<file path="config.mk">
export PLATFORM = sky130hd
export DESIGN_NAME = bram_16384x1_port_arbiter
export DESIGN_NICKNAME = d
export VERILOG_FILES = /design/src/rtl/bram_16384x1_port_arbiter_pkg.sv /design/src/rtl/bram_16384x1_port_arbiter_rr_pick2.sv /design/src/rtl/bram_16384x1_port_arbiter.sv
export SDC_FILE = /design/constraint.sdc
export NUM_CORES = 1
export LEC_CHECK = 0
export BUFFER_PORTS_ARGS = -buffer_cell sky130_fd_sc_hd__clkbuf_2
export CORE_ASPECT_RATIO = 0.7
export CORE_UTILIZATION = 47
export DETAILED_ROUTE_END_ITERATION = 6
export HOLD_SLACK_MARGIN = 0.03
export PLACE_DENSITY = 0.76
export RECOVER_POWER = 100
export SLEW_MARGIN = 20
export SYNTH_ARGS = -nofsm -noshare
export SYNTH_HDL_FRONTEND = slang
export SYNTH_SLANG_ARGS = --single-unit
</file>
<file path="constraint.sdc">
create_clock -name clk -period 11.3 [get_ports clk]
set_input_delay 1.13 -clock clk [delete_from_list [all_inputs] [get_ports clk]]
set_output_delay 1.13 -clock clk [all_outputs]
set_load 0.005 [all_outputs]
</file>
<file path="src/rtl/bram_16384x1_port_arbiter_pkg.sv">
// Shared constants and types for the 16384x1 BRAM port arbiter.
package bram_16384x1_port_arbiter_pkg;

    localparam int BRAM_AW    = 14;     // address width of the 16384-entry array
    localparam int BRAM_DEPTH = 16384;  // number of one-bit entries
    localparam int CLEAR_LEN  = 8192;   // clear cycles: two entries per cycle
    localparam int CNT_W      = 13;     // clear counter width, log2(CLEAR_LEN)

    typedef enum logic {
        ST_RUN   = 1'b0,
        ST_CLEAR = 1'b1
    } state_t;

endpackage

</file>
<file path="src/rtl/bram_16384x1_port_arbiter_rr_pick2.sv">
// Round-robin scan that returns the first two valid requesters at or after ptr.
module bram_16384x1_port_arbiter_rr_pick2 #(
    parameter  int NREQ = 4,
    localparam int IW   = (NREQ > 1) ? $clog2(NREQ) : 1
) (
    input  logic [NREQ-1:0] valid,
    input  logic [IW-1:0]   ptr,
    output logic [IW-1:0]   idx0,
    output logic            found0,
    output logic [IW-1:0]   idx1,
    output logic            found1
);

    // Walk the requesters in order ptr, ptr+1, ... (mod NREQ) and keep the first two hits.
    always_comb begin : scan
        int j;
        // NOTE: every output gets a default before the loop so no path leaves it unassigned (no latch).
        idx0   = '0;
        found0 = 1'b0;
        idx1   = '0;
        found1 = 1'b0;
        for (int k = 0; k < NREQ; k++) begin
            j = int'(ptr) + k;
            if (j >= NREQ) j = j - NREQ;
            if (valid[j]) begin
                if (!found0) begin
                    found0 = 1'b1;
                    idx0   = IW'(j);
                end else if (!found1) begin
                    found1 = 1'b1;
                    idx1   = IW'(j);
                end
            end
        end
    end

endmodule

</file>
<file path="src/rtl/bram_16384x1_port_arbiter.sv">
// Shares both ports of the 16384x1 dual-port BRAM among NREQ requesters,
// routes read responses back, and zeroes the array after reset or on command.
module bram_16384x1_port_arbiter
    import bram_16384x1_port_arbiter_pkg::*;
#(
    parameter int NREQ           = 4,
    parameter int AW             = BRAM_AW,
    parameter bit CLEAR_ON_RESET = 1'b1
) (
    input  logic             clk,
    input  logic             rst_n,
    input  logic             clear_start,
    output logic             busy,
    input  logic [NREQ-1:0]    req_valid,
    output logic [NREQ-1:0]    req_ready,
    input  logic [NREQ-1:0]    req_we,
    input  logic [NREQ*AW-1:0] req_addr,
    input  logic [NREQ-1:0]    req_d,
    output logic [NREQ-1:0]    rsp_valid,
    output logic [NREQ-1:0]    rsp_q,
    output logic [AW-1:0]    a0,
    output logic             d0,
    output logic             we0,
    output logic             wem0,
    output logic             ce0,
    input  logic             q0,
    output logic [AW-1:0]    a1,
    output logic             d1,
    output logic             we1,
    output logic             wem1,
    output logic             ce1,
    input  logic             q1
);

    localparam int IW = (NREQ > 1) ? $clog2(NREQ) : 1;

    state_t            state;
    logic [CNT_W-1:0]  cnt;
    logic [IW-1:0]     ptr;
    logic [NREQ-1:0]   rsp_valid_q;
    logic [NREQ-1:0]   rsp_port_q;   // 1 = the pending response comes from port 1

    logic [IW-1:0]     idx0, idx1;
    logic              found0, found1;
    logic [AW-1:0]     cand_addr0, cand_addr1;
    logic              collide;
    logic              arb_en;
    logic              grant0, grant1;
    logic [NREQ-1:0]   rd_grant;
    logic [NREQ-1:0]   rd_port1;
    logic [IW-1:0]     last_idx;
    logic [IW-1:0]     next_ptr;

    assign wem0 = 1'b1;
    assign wem1 = 1'b1;
    assign busy = (state == ST_CLEAR);

    bram_16384x1_port_arbiter_rr_pick2 #(
        .NREQ (NREQ)
    ) u_pick (
        .valid  (req_valid),
        .ptr    (ptr),
        .idx0   (idx0),
        .found0 (found0),
        .idx1   (idx1),
        .found1 (found1)
    );

    // Grant selection: two round-robin candidates, second dropped on an address collision with a write.
    always_comb begin
        cand_addr0 = req_addr[int'(idx0)*AW +: AW];
        cand_addr1 = req_addr[int'(idx1)*AW +: AW];
        collide    = found1 && (cand_addr0 == cand_addr1) && (req_we[idx0] || req_we[idx1]);
        arb_en     = rst_n && (state == ST_RUN);
        grant0     = arb_en && found0;
        grant1     = arb_en && found1 && !collide;

        req_ready = '0;
        rd_grant  = '0;
        rd_port1  = '0;
        if (grant0) begin
            req_ready[idx0] = 1'b1;
            rd_grant[idx0]  = !req_we[idx0];
        end
        if (grant1) begin
            req_ready[idx1] = 1'b1;
            rd_grant[idx1]  = !req_we[idx1];
            rd_port1[idx1]  = 1'b1;
        end

        last_idx = grant1 ? idx1 : idx0;
        next_ptr = (last_idx == IW'(NREQ - 1)) ? '0 : last_idx + 1'b1;
    end

    // BRAM port drive: idle in reset, sweep both halves while clearing, granted requesters otherwise.
    always_comb begin
        a0  = '0;  d0 = 1'b0;  we0 = 1'b0;  ce0 = 1'b0;
        a1  = '0;  d1 = 1'b0;  we1 = 1'b0;  ce1 = 1'b0;
        if (rst_n) begin
            if (state == ST_CLEAR) begin
                a0  = AW'({1'b0, cnt});
                a1  = AW'({1'b1, cnt});
                ce0 = 1'b1;
                ce1 = 1'b1;
                we0 = 1'b1;
                we1 = 1'b1;
            end else begin
                if (grant0) begin
                    a0  = cand_addr0;
                    d0  = req_d[idx0];
                    we0 = req_we[idx0];
                    ce0 = 1'b1;
                end
                if (grant1) begin
                    a1  = cand_addr1;
                    d1  = req_d[idx1];
                    we1 = req_we[idx1];
                    ce1 = 1'b1;
                end
            end
        end
    end

    // Mode FSM and clear counter: RUN arbitrates, CLEAR sweeps 8192 cycles then returns.
    always_ff @(posedge clk) begin
        if (!rst_n) begin
            state <= CLEAR_ON_RESET ? ST_CLEAR : ST_RUN;
            cnt   <= '0;
        end else begin
            // NOTE: sequential state uses non-blocking assignments so every register sees pre-edge values.
            case (state)
                ST_RUN: begin
                    if (clear_start) begin
                        state <= ST_CLEAR;
                        cnt   <= '0;
                    end
                end
                ST_CLEAR: begin
                    if (cnt == CNT_W'(CLEAR_LEN - 1)) begin
                        state <= ST_RUN;
                        cnt   <= '0;
                    end else begin
                        cnt <= cnt + 1'b1;
                    end
                end
                default: state <= ST_RUN;
            endcase
        end
    end

    // Round-robin pointer and one-cycle read-response bookkeeping.
    always_ff @(posedge clk) begin
        if (!rst_n) begin
            ptr         <= '0;
            rsp_valid_q <= '0;
            rsp_port_q  <= '0;
        end else begin
            if (grant0) ptr <= next_ptr;
            rsp_valid_q <= rd_grant;
            rsp_port_q  <= rd_port1;
        end
    end

    // The BRAM output is already registered, so the response bit is a gated mux of Q0/Q1.
    always_comb begin
        rsp_valid = rsp_valid_q;
        for (int i = 0; i < NREQ; i++) begin
            rsp_q[i] = rsp_valid_q[i] & (rsp_port_q[i] ? q1 : q0);
        end
    end

endmodule

</file>
Word-level counts from Yosys, hierarchy flattened:

Cells that the tools add are included.

* register bits: 24
* latch bits: 0
* RAM bits: 0
* bits in read-only memories: 0
* input bits: 73
* word-level logic and storage cells: 148
* memories kept: 0

* $add $sub $neg: 9
* $mul: 2
* div/mod/pow operators: 0
* magnitude comparators: 12
* eq/ne operators: 4
* shift-type cells: 2
* mux-type cells: 94
* bitwise operators: 7
* reductions and logical operators: 13

Operator list (count)
* $lt 32x4->1 const B: 4
* $mux 32: 4
* $shiftx 56x7->14: 2
* $ge 32x4->1 const B: 3
* $sub 32x4->32 const B: 3
* $mux 14: 6
* $mux 1: 48
* $mux 2: 17
* $mux 13: 2
* $pmux 13 s2: 1
* $bmux 1 s2: 8
* $mux 4: 4
* $eq 14x14->1: 1
* $add 13x1->13 const B: 1
* $eq 13x13->1 const B: 1
* $mul 2x3->5 const B: 2
* $logic_and 1x1->1: 8
* $add 2x2->3 const B: 2
* $lt 2x3->1 const B: 2
* $and 1x1->1: 4
* $and 4x4->4: 1
* $bwmux 4: 1
* $demux 1 s2: 2
* $ge 2x1->1 const B: 2
* other kinds (12): 14

Depth between registers and ports, before layout:

Gate-level depths: netlist of the first run.

* depth after elaboration: 24
* mapped depth: 16

Cells and area by module:

From an unflattened synthesis of the first run, not the netlist that was laid out.

* cells, all modules: 390
* area total of the unflattened synthesis: 3373.2 um^2

Modules (own cells, without submodules)
* bram_16384x1_port_arbiter: times used 1, cells each 305, area each 2770.2 um^2, sequential area each 480.5 um^2
* bram_16384x1_port_arbiter_rr_pick2: times used 1, cells each 85, area each 603.1 um^2, sequential area each 0.0 um^2

Least setup slack after synthesis of the first run:

No wires, ideal clock.

* kind: input -> output
* from: in req_valid[3]
* to: out a1[12]
* arrival time: 4244 ps
* required time: 10170 ps
* setup slack: 5926 ps
* stages: 15
* cells stage by stage: buf_2 -> buf_1 -> mux4_2 -> ha_1 -> nand4b_1 -> a211o_1 -> nand2_1 -> buf_6 -> mux2_2 -> xor2_1 -> nor4_1 -> nand4_2 -> nand2b_1 -> buf_4 -> o22ai_1

* word-level cells in the longest chain between the ends: 22
* elaborated cells between the ends (all ways): 54
* classes of those cells: 2 x mul; 1 x eq/ne; 2 x shift; 43 x mux; 6 x reduce/logical

RTL lines
* from (decl): RTL line bram_16384x1_port_arbiter.sv:14 `input logic [NREQ-1:0] req_valid,`
* $bmux 1 s2: RTL line bram_16384x1_port_arbiter_rr_pick2.sv:25 `if (valid[j]) begin`
* $mux 1 (implied by the code) (2 in a row): RTL line bram_16384x1_port_arbiter_rr_pick2.sv:25
* $mux 1: RTL line bram_16384x1_port_arbiter_rr_pick2.sv:25
* $mux 2 or $mux 1 (tied branches): RTL line bram_16384x1_port_arbiter_rr_pick2.sv:26 `if (!found0) begin`
* $mux 2 or $mux 1 (tied branches): RTL line bram_16384x1_port_arbiter_rr_pick2.sv:25
* $mux 2: RTL line bram_16384x1_port_arbiter_rr_pick2.sv:29 `end else if (!found1) begin`
* $mux 2: RTL line bram_16384x1_port_arbiter_rr_pick2.sv:26
* $mux 2: RTL line bram_16384x1_port_arbiter_rr_pick2.sv:25
* [4 not listed]
* $shiftx 56x7->14: RTL line bram_16384x1_port_arbiter.sv:72 `cand_addr1 = req_addr[int'(idx1)*AW +: AW];`
* $eq 14x14->1: RTL line bram_16384x1_port_arbiter.sv:73 `collide = found1 && (cand_addr0 == cand_addr1) && (req_we[idx0] || req_we[idx1]);`
* $logic_and 1x1->1 (2 in a row): RTL line bram_16384x1_port_arbiter.sv:73
* $logic_not 1->1: RTL line bram_16384x1_port_arbiter.sv:76 `grant1 = arb_en && found1 && !collide;`
* $logic_and 1x1->1: RTL line bram_16384x1_port_arbiter.sv:76
* $mux 14 (*): RTL line bram_16384x1_port_arbiter.sv:114 `if (grant1) begin`
* $mux 14 (*): RTL line bram_16384x1_port_arbiter.sv:100 `if (state == ST_CLEAR) begin`
* $mux 14 (*): RTL line bram_16384x1_port_arbiter.sv:99 `if (rst_n) begin`
* to (decl): RTL line bram_16384x1_port_arbiter.sv:27 `output logic [AW-1:0] a1,`

Every way passes the cells marked *; elsewhere a longest branch is shown, timed or not. The select of a mux whose other input is x is not followed.

Worst setup path after layout of the first run:

* from: in req_valid[3]
* to: out a1[4]

The elaborated chain is that of the path after synthesis.

==> results.sh, run 1 <==
export IMPL_clk_latency_ps=270
export IMPL_hold_start="cnt[11]$_SDFFE_PN0P_"
export IMPL_setup_viol=0
export IMPL_wl_um=11500
export IMPL_postPlaceCellArea_um2=3990
export IMPL_gp_congestion=0.924
export IMPL_cts_sinks=24
export IMPL_wl_per_cell_um=17.4
export IMPL_firstDrtPassIters=7
export IMPL_synth_simple_area_share=0.267
export IMPL_vias_per_cell=6.22
export IMPL_cts_resized=0
export IMPL_finalHoldViolCount=0
export IMPL_pre_cts_ws_ps=3910
export IMPL_regArea_um2=480
export IMPL_ys_seq_area_frac=0.136
export IMPL_fill_cells=715
export IMPL_place_hpwl_um=8630
export IMPL_synth_top_family_by_area="simple AND/OR/NAND/NOR gates"
export IMPL_crit_type="primary input to output port"
export IMPL_ys_async_sr_fraction=0
export IMPL_endpoint_kind="output port"
export IMPL_tightest_slew_ps=1020
export IMPL_multi_input_area_um2=2730
export IMPL_ys_top_cells_by_count="84 x nand2_1, 47 x mux2i_1, 27 x nor2_1, 27 x o21ai_0, 26 x a21oi_1"
export IMPL_yosys_mux_area_fraction=0.211
export IMPL_ys_types=73
export IMPL_grt_pass1_wl_um=17900
export IMPL_synth_ff_type="dfxtp_1"
export IMPL_irDropWorstVdd_v=0.0000503
export IMPL_fin_crit_ps=7670
export IMPL_first_global_vias=3638
export IMPL_synth_area_leaders="dfxtp_1 14%, mux2i_1 13%, nand2_1 8.9%, mux2_2 4.8%, o21ai_0 3.8%"
export IMPL_whs_ps=545
export IMPL_final_antenna_net_count=0
export IMPL_synthAdderAreaFrac=0.0138
export IMPL_drt_iter0_drc=378
export IMPL_hold_buffers=0
export IMPL_root_buffer="clkbuf_8"
export IMPL_die_h_um=74.4
export IMPL_cts_buffers=3
export IMPL_cts_tree="built"
export IMPL_via_count=4106
export IMPL_synth_avg_cell_area_um2=7.37
export IMPL_cts_clk_slew_worst_paths_ps=90
export IMPL_status="complete, but fails checks"
export IMPL_fin_crit_sh=0.679
export IMPL_die_x_um=105
export IMPL_cellPowerDensity_nw_per_um2=67.3
export IMPL_rows=26
export IMPL_cts_setup_buffers=0
export IMPL_die_area_um2=7850
export IMPL_nNetsFinal=639
export IMPL_netlist_area_um2=3520
export IMPL_num_io_pins=122
export IMPL_grt_antenna_before_repair=0
export IMPL_grt_max_degree=35
export IMPL_synth_top_cell_area_share=0.136
export IMPL_synth_edff_count=0
export IMPL_htree_num_levels=1
export IMPL_initial_core_util=0.484
export IMPL_synth_most_common_cell="nand2_1"
export IMPL_fmax_mhz=130
export IMPL_p_leak_nw=1.70
export IMPL_critPathMaxFanout=24
export IMPL_cts_buffer_depth=2
export IMPL_power_uw=270
export IMPL_grt_ovfl_total=0
export IMPL_fin_skew_ps=3.38
export IMPL_cap_violations=0
export IMPL_drive_gt1_frac=0.242
export IMPL_hold_path_class="flip-flop to flip-flop"
export IMPL_violations="design-rule violations"
export IMPL_worst_ep_arrival_time_ps=6540
export IMPL_synthCells=478
export IMPL_r2r_start="ptr[1]$_SDFFE_PN0P_"
export IMPL_port_buffers=119
export IMPL_fin_area_um2=4020
export IMPL_startpoint_type="primary input"
export IMPL_rsz0062_at_grt="false"
export IMPL_synthXorXnorAreaFrac=0.0447
export IMPL_fin_ws_ps=3630
export IMPL_ys_ff_latch=24
export IMPL_syn2layout_area_growth_pct=14.0
export IMPL_drc_errors=1
export IMPL_cp_required_ps=10170
export IMPL_synth_compound_area_frac=0.242
export IMPL_slew_headroom=0.318
export IMPL_setup_tns_ps=0
export IMPL_grt_usage=0.285
export IMPL_synth_area_leader_cell="dfxtp_1"
export IMPL_startpoint="req_valid[3]"
export IMPL_slew_violations=0
export IMPL_antenna_cells=0
export IMPL_coreArea_um2=7290
export IMPL_yosys_warnings=0
-- layer usage --
layer / vias to the layer above / wire [um] / global-route usage
met2: 306 / 5070 / 0.473
met5: - / 0 / 0
met4: 0 / 244 / 0.0657
met1: 1848 / 4960 / 0.394
li1: 1916 / - / -
met3: 36 / 1210 / 0.0421
-- per-stage QoR --
step,utilization,std cells
after floorplan,-,479
after global placement,0.548,656
after detailed placement,0.548,656
after CTS,0.556,660
after global routing,0.551,660
final,0.551,660
-- worst max-delay path, stage by stage --
cell       delay, ps
clkbuf_1         720
and4b_1          280
nor4_1           620
o2111ai_1        580
nand2_1          840
a311oi_1         320
xor2_1           240
nor4_1           400
nand4_1          340
nand2b_1         630
o21ai_0          260
clkbuf_2         170
-- where the power goes --
| group | switching, mW | internal [mW] |
|---|---|---|
| combinational | 0.0713 | 0.0499 |
| clock | 0.0306 | 0.0312 |
| sequential | 0.00193 | 0.0854 |
| total | 0.104 | 0.166 |
-- worst paths after layout --
check,cells after the start,endpoint,slack (ps)
hold reg to reg,1,cnt[11]$_SDFFE_PN0P_,540
setup reg to reg,11,rsp_port_q[2]$_SDFF_PN0_,5640
setup / recovery,12,a1[4],3630
hold / removal,1,cnt[11]$_SDFFE_PN0P_,540
-- state kept, by name, indices dropped and copies added (netlist names) --
| name | cells |
|---|---|
| busy | 1 |
| cnt | 13 |
| ptr | 2 |
| rsp_port_q | 4 |
| rsp_valid | 4 |
-- placed cells by master (no fill, tap or decap), types with 5 or more instances in the layout --
| cell type | n |
|---|---|
| o21ai_0 | 43 |
| nand3_1 | 8 |
| mux2i_1 | 48 |
| mux2_2 | 6 |
| mux2_1 | 9 |
| xnor2_1 | 7 |
| nor3_1 | 5 |
| nor2b_1 | 10 |
| dfxtp_1 | 24 |
| xor2_1 | 11 |
| clkbuf_1 | 8 |
| clkbuf_2 | 111 |
| nor2_1 | 28 |
| nand2_1 | 84 |
| a211oi_1 | 11 |
| and2_1 | 9 |
| inv_1 | 9 |
| a21oi_1 | 26 |
| and3_1 | 7 |
| a311oi_1 | 11 |
-- area by class of cell --
| type | count | share of cell area |
|---|---|---|
| inverters | 10 | 0.00934 |
| flip-flops and latches | 24 | 0.120 |
| repair buffers | 120 | 0.148 |
| clock buffers | 4 | 0.0137 |
| well taps | 98 | 0.0305 |
| multi-input cells | 404 | 0.679 |
-- logic make-up after synthesis --
group / after synthesis
simple gates: 185
compound gates: 128
mux: 67
buf+inv: 51
flops: 24
xor+xnor: 18
fa+ha+maj: 4
other cells: 1
Note: power is estimated with default switching activity, not from simulation.
==> run 2: changes to the inputs <==
PLACE_DENSITY = 0.79   (was 0.76)
clock period = 6.8 ns   (was 11.3 ns; I/O delays follow)
==> results.sh, run 2 (synthesis results as in run 1) <==
export IMPL_vias_per_cell=6.39
export IMPL_fin_crit_sh=0.929
export IMPL_final_antenna_net_count=0
export IMPL_reg2reg_slack_ps=1650
export IMPL_layout_common_cells="107 x clkbuf_2, 84 x nand2_1, 48 x mux2i_1"
export IMPL_cap_violations=0
export IMPL_finalHoldViolCount=0
export IMPL_fin_crit_ps=6320
export IMPL_wl_um=12100
export IMPL_cellPowerDensity_nw_per_um2=119
export IMPL_cts_buffers=3
export IMPL_postPlaceCellArea_um2=4020
export IMPL_firstDrtPassIters=7
export IMPL_cts_sinks=24
export IMPL_grt_pass1_wl_um=18500
export IMPL_r2r_cells=11
export IMPL_setup_tns_ps=0
export IMPL_antenna_cells=0
export IMPL_nNetsFinal=643
export IMPL_coreArea_um2=7290
export IMPL_grt_ovfl_total=0
export IMPL_reg2reg_to="rsp_valid[0]$_SDFF_PN0_"
export IMPL_critPathMaxFanout=27
export IMPL_hold_buffers=0
export IMPL_cts_resized=0
export IMPL_port_buffers=119
export IMPL_violations="design-rule violations"
export IMPL_die_area_um2=7850
export IMPL_rows=26
export IMPL_grt_antenna_before_repair=0
export IMPL_crit_type="flip-flop to output port"
export IMPL_slew_violations=0
export IMPL_pre_cts_ws_ps=938
export IMPL_via_count=4240
export IMPL_cts_setup_buffers=0
export IMPL_endpoint="a1[4]"
export IMPL_p_leak_nw=1.72
export IMPL_initial_core_util=0.484
export IMPL_r2r_start="ptr[0]$_SDFFE_PN0P_"
export IMPL_grt_usage=0.295
export IMPL_cp_cell_sequence="and4bb_2, nor4_1, nor4b_1, a221oi_2, nand2_1, mux2_1, xor2_1, nor4_1, nand4_2, nand2b_1, o21ai_0, clkbuf_2"
export IMPL_slew_headroom=0.329
export IMPL_fin_skew_ps=9.88
export IMPL_cts_buffer_depth=2
export IMPL_cts_clk_slew_worst_paths_ps=100
export IMPL_irDropWorstVdd_v=0.0000935
export IMPL_clk_latency_ps=280
export IMPL_die_h_um=74.4
export IMPL_regMostFlops="cnt"
export IMPL_first_global_vias=3685
export IMPL_rsz0062_at_grt="false"
export IMPL_worst_ep_arrival_time_ps=5640
export IMPL_drt_iter0_drc=442
export IMPL_endpoint_kind="output port"
export IMPL_cts_tree="built"
export IMPL_startpoint="ptr[0]$_SDFFE_PN0P_"
export IMPL_fmax_mhz=158
export IMPL_final_common_cell="clkbuf_2"
export IMPL_slowest_delay_ps=960
export IMPL_die_x_um=105
export IMPL_root_buffer="clkbuf_8"
export IMPL_cp_required_ps=6120
export IMPL_cpMostUsedCell="nor4_1"
export IMPL_drc_errors=1
export IMPL_tightest_slew_ps=1010
export IMPL_crit_path_top_delay_cell="dfxtp_1"
export IMPL_grt_max_degree=35
export IMPL_wl_per_cell_um=18.2
export IMPL_status="complete, but fails checks"
export IMPL_fin_ws_ps=481
export IMPL_syn2layout_area_growth_pct=15.2
export IMPL_startpoint_type="flip-flop"
export IMPL_drive_gt1_frac=0.239
export IMPL_num_io_pins=122
export IMPL_largest_register_ffs=13
export IMPL_gp_congestion=0.941
export IMPL_place_hpwl_um=8960
export IMPL_fin_area_um2=4060
export IMPL_hold_path_class="flip-flop to flip-flop"
export IMPL_setup_viol=0
export IMPL_htree_num_levels=1
run 2: final cells by class:
class                           instances  area (um2)
Multi-Input combinational cell        404        2730
Timing Repair Buffer                  124         618
Clock buffer                            3        41.3
Clock inverter                          1        30.0
Sequential cell                        24         480
Fill cell                             692        3230
Tap cell                               98         123
Inverter                               10        37.5
run 2: metrics by stage:
step	power, mW	utilization	std cells	hold slack (ps)
after detailed placement	0.351	0.552	660	519
after floorplan	0.293	-	479	477
after CTS	0.480	0.562	664	540
after global placement	0.345	0.552	660	493
final	0.485	0.557	664	543
after global routing	0.503	0.557	664	578
run 2: metal layers:
metal  global-route usage  part of all wire
met1                0.403              0.44
met2                0.486              0.44
met3               0.0421             0.096
met4               0.0970             0.025
met5                    0                 0
run 2: power breakdown:
part           switching [mW]  internal [mW]
clock                  0.0547         0.0790
combinational           0.122         0.0841
sequential            0.00312          0.142
run 2: worst min path at each step:
stage	from	end	slack, ps	cells past startpoint
2_1_floorplan	cnt[11]$_SDFFE_PN0P_	cnt[11]$_SDFFE_PN0P_	480	1
3_5_place_dp	cnt[6]$_SDFFE_PN0P_	cnt[6]$_SDFFE_PN0P_	520	1
6_report	cnt[6]$_SDFFE_PN0P_	cnt[6]$_SDFFE_PN0P_	540	1
5_1_grt	cnt[6]$_SDFFE_PN0P_	cnt[6]$_SDFFE_PN0P_	580	1
4_1_cts	cnt[7]$_SDFFE_PN0P_	cnt[7]$_SDFFE_PN0P_	540	1
3_3_place_gp	cnt[11]$_SDFFE_PN0P_	cnt[11]$_SDFFE_PN0P_	490	1
run 2: critical path: cells and delay by family, from the launching register on:
kind	cells	cell delay, ps
and+or+nand+nor	7	3260
muxes	1	430
xor gates and xnor gates	1	160
buffers and inverters	1	170
DFF	1	960
AOI/OAI and AO/OA	2	350
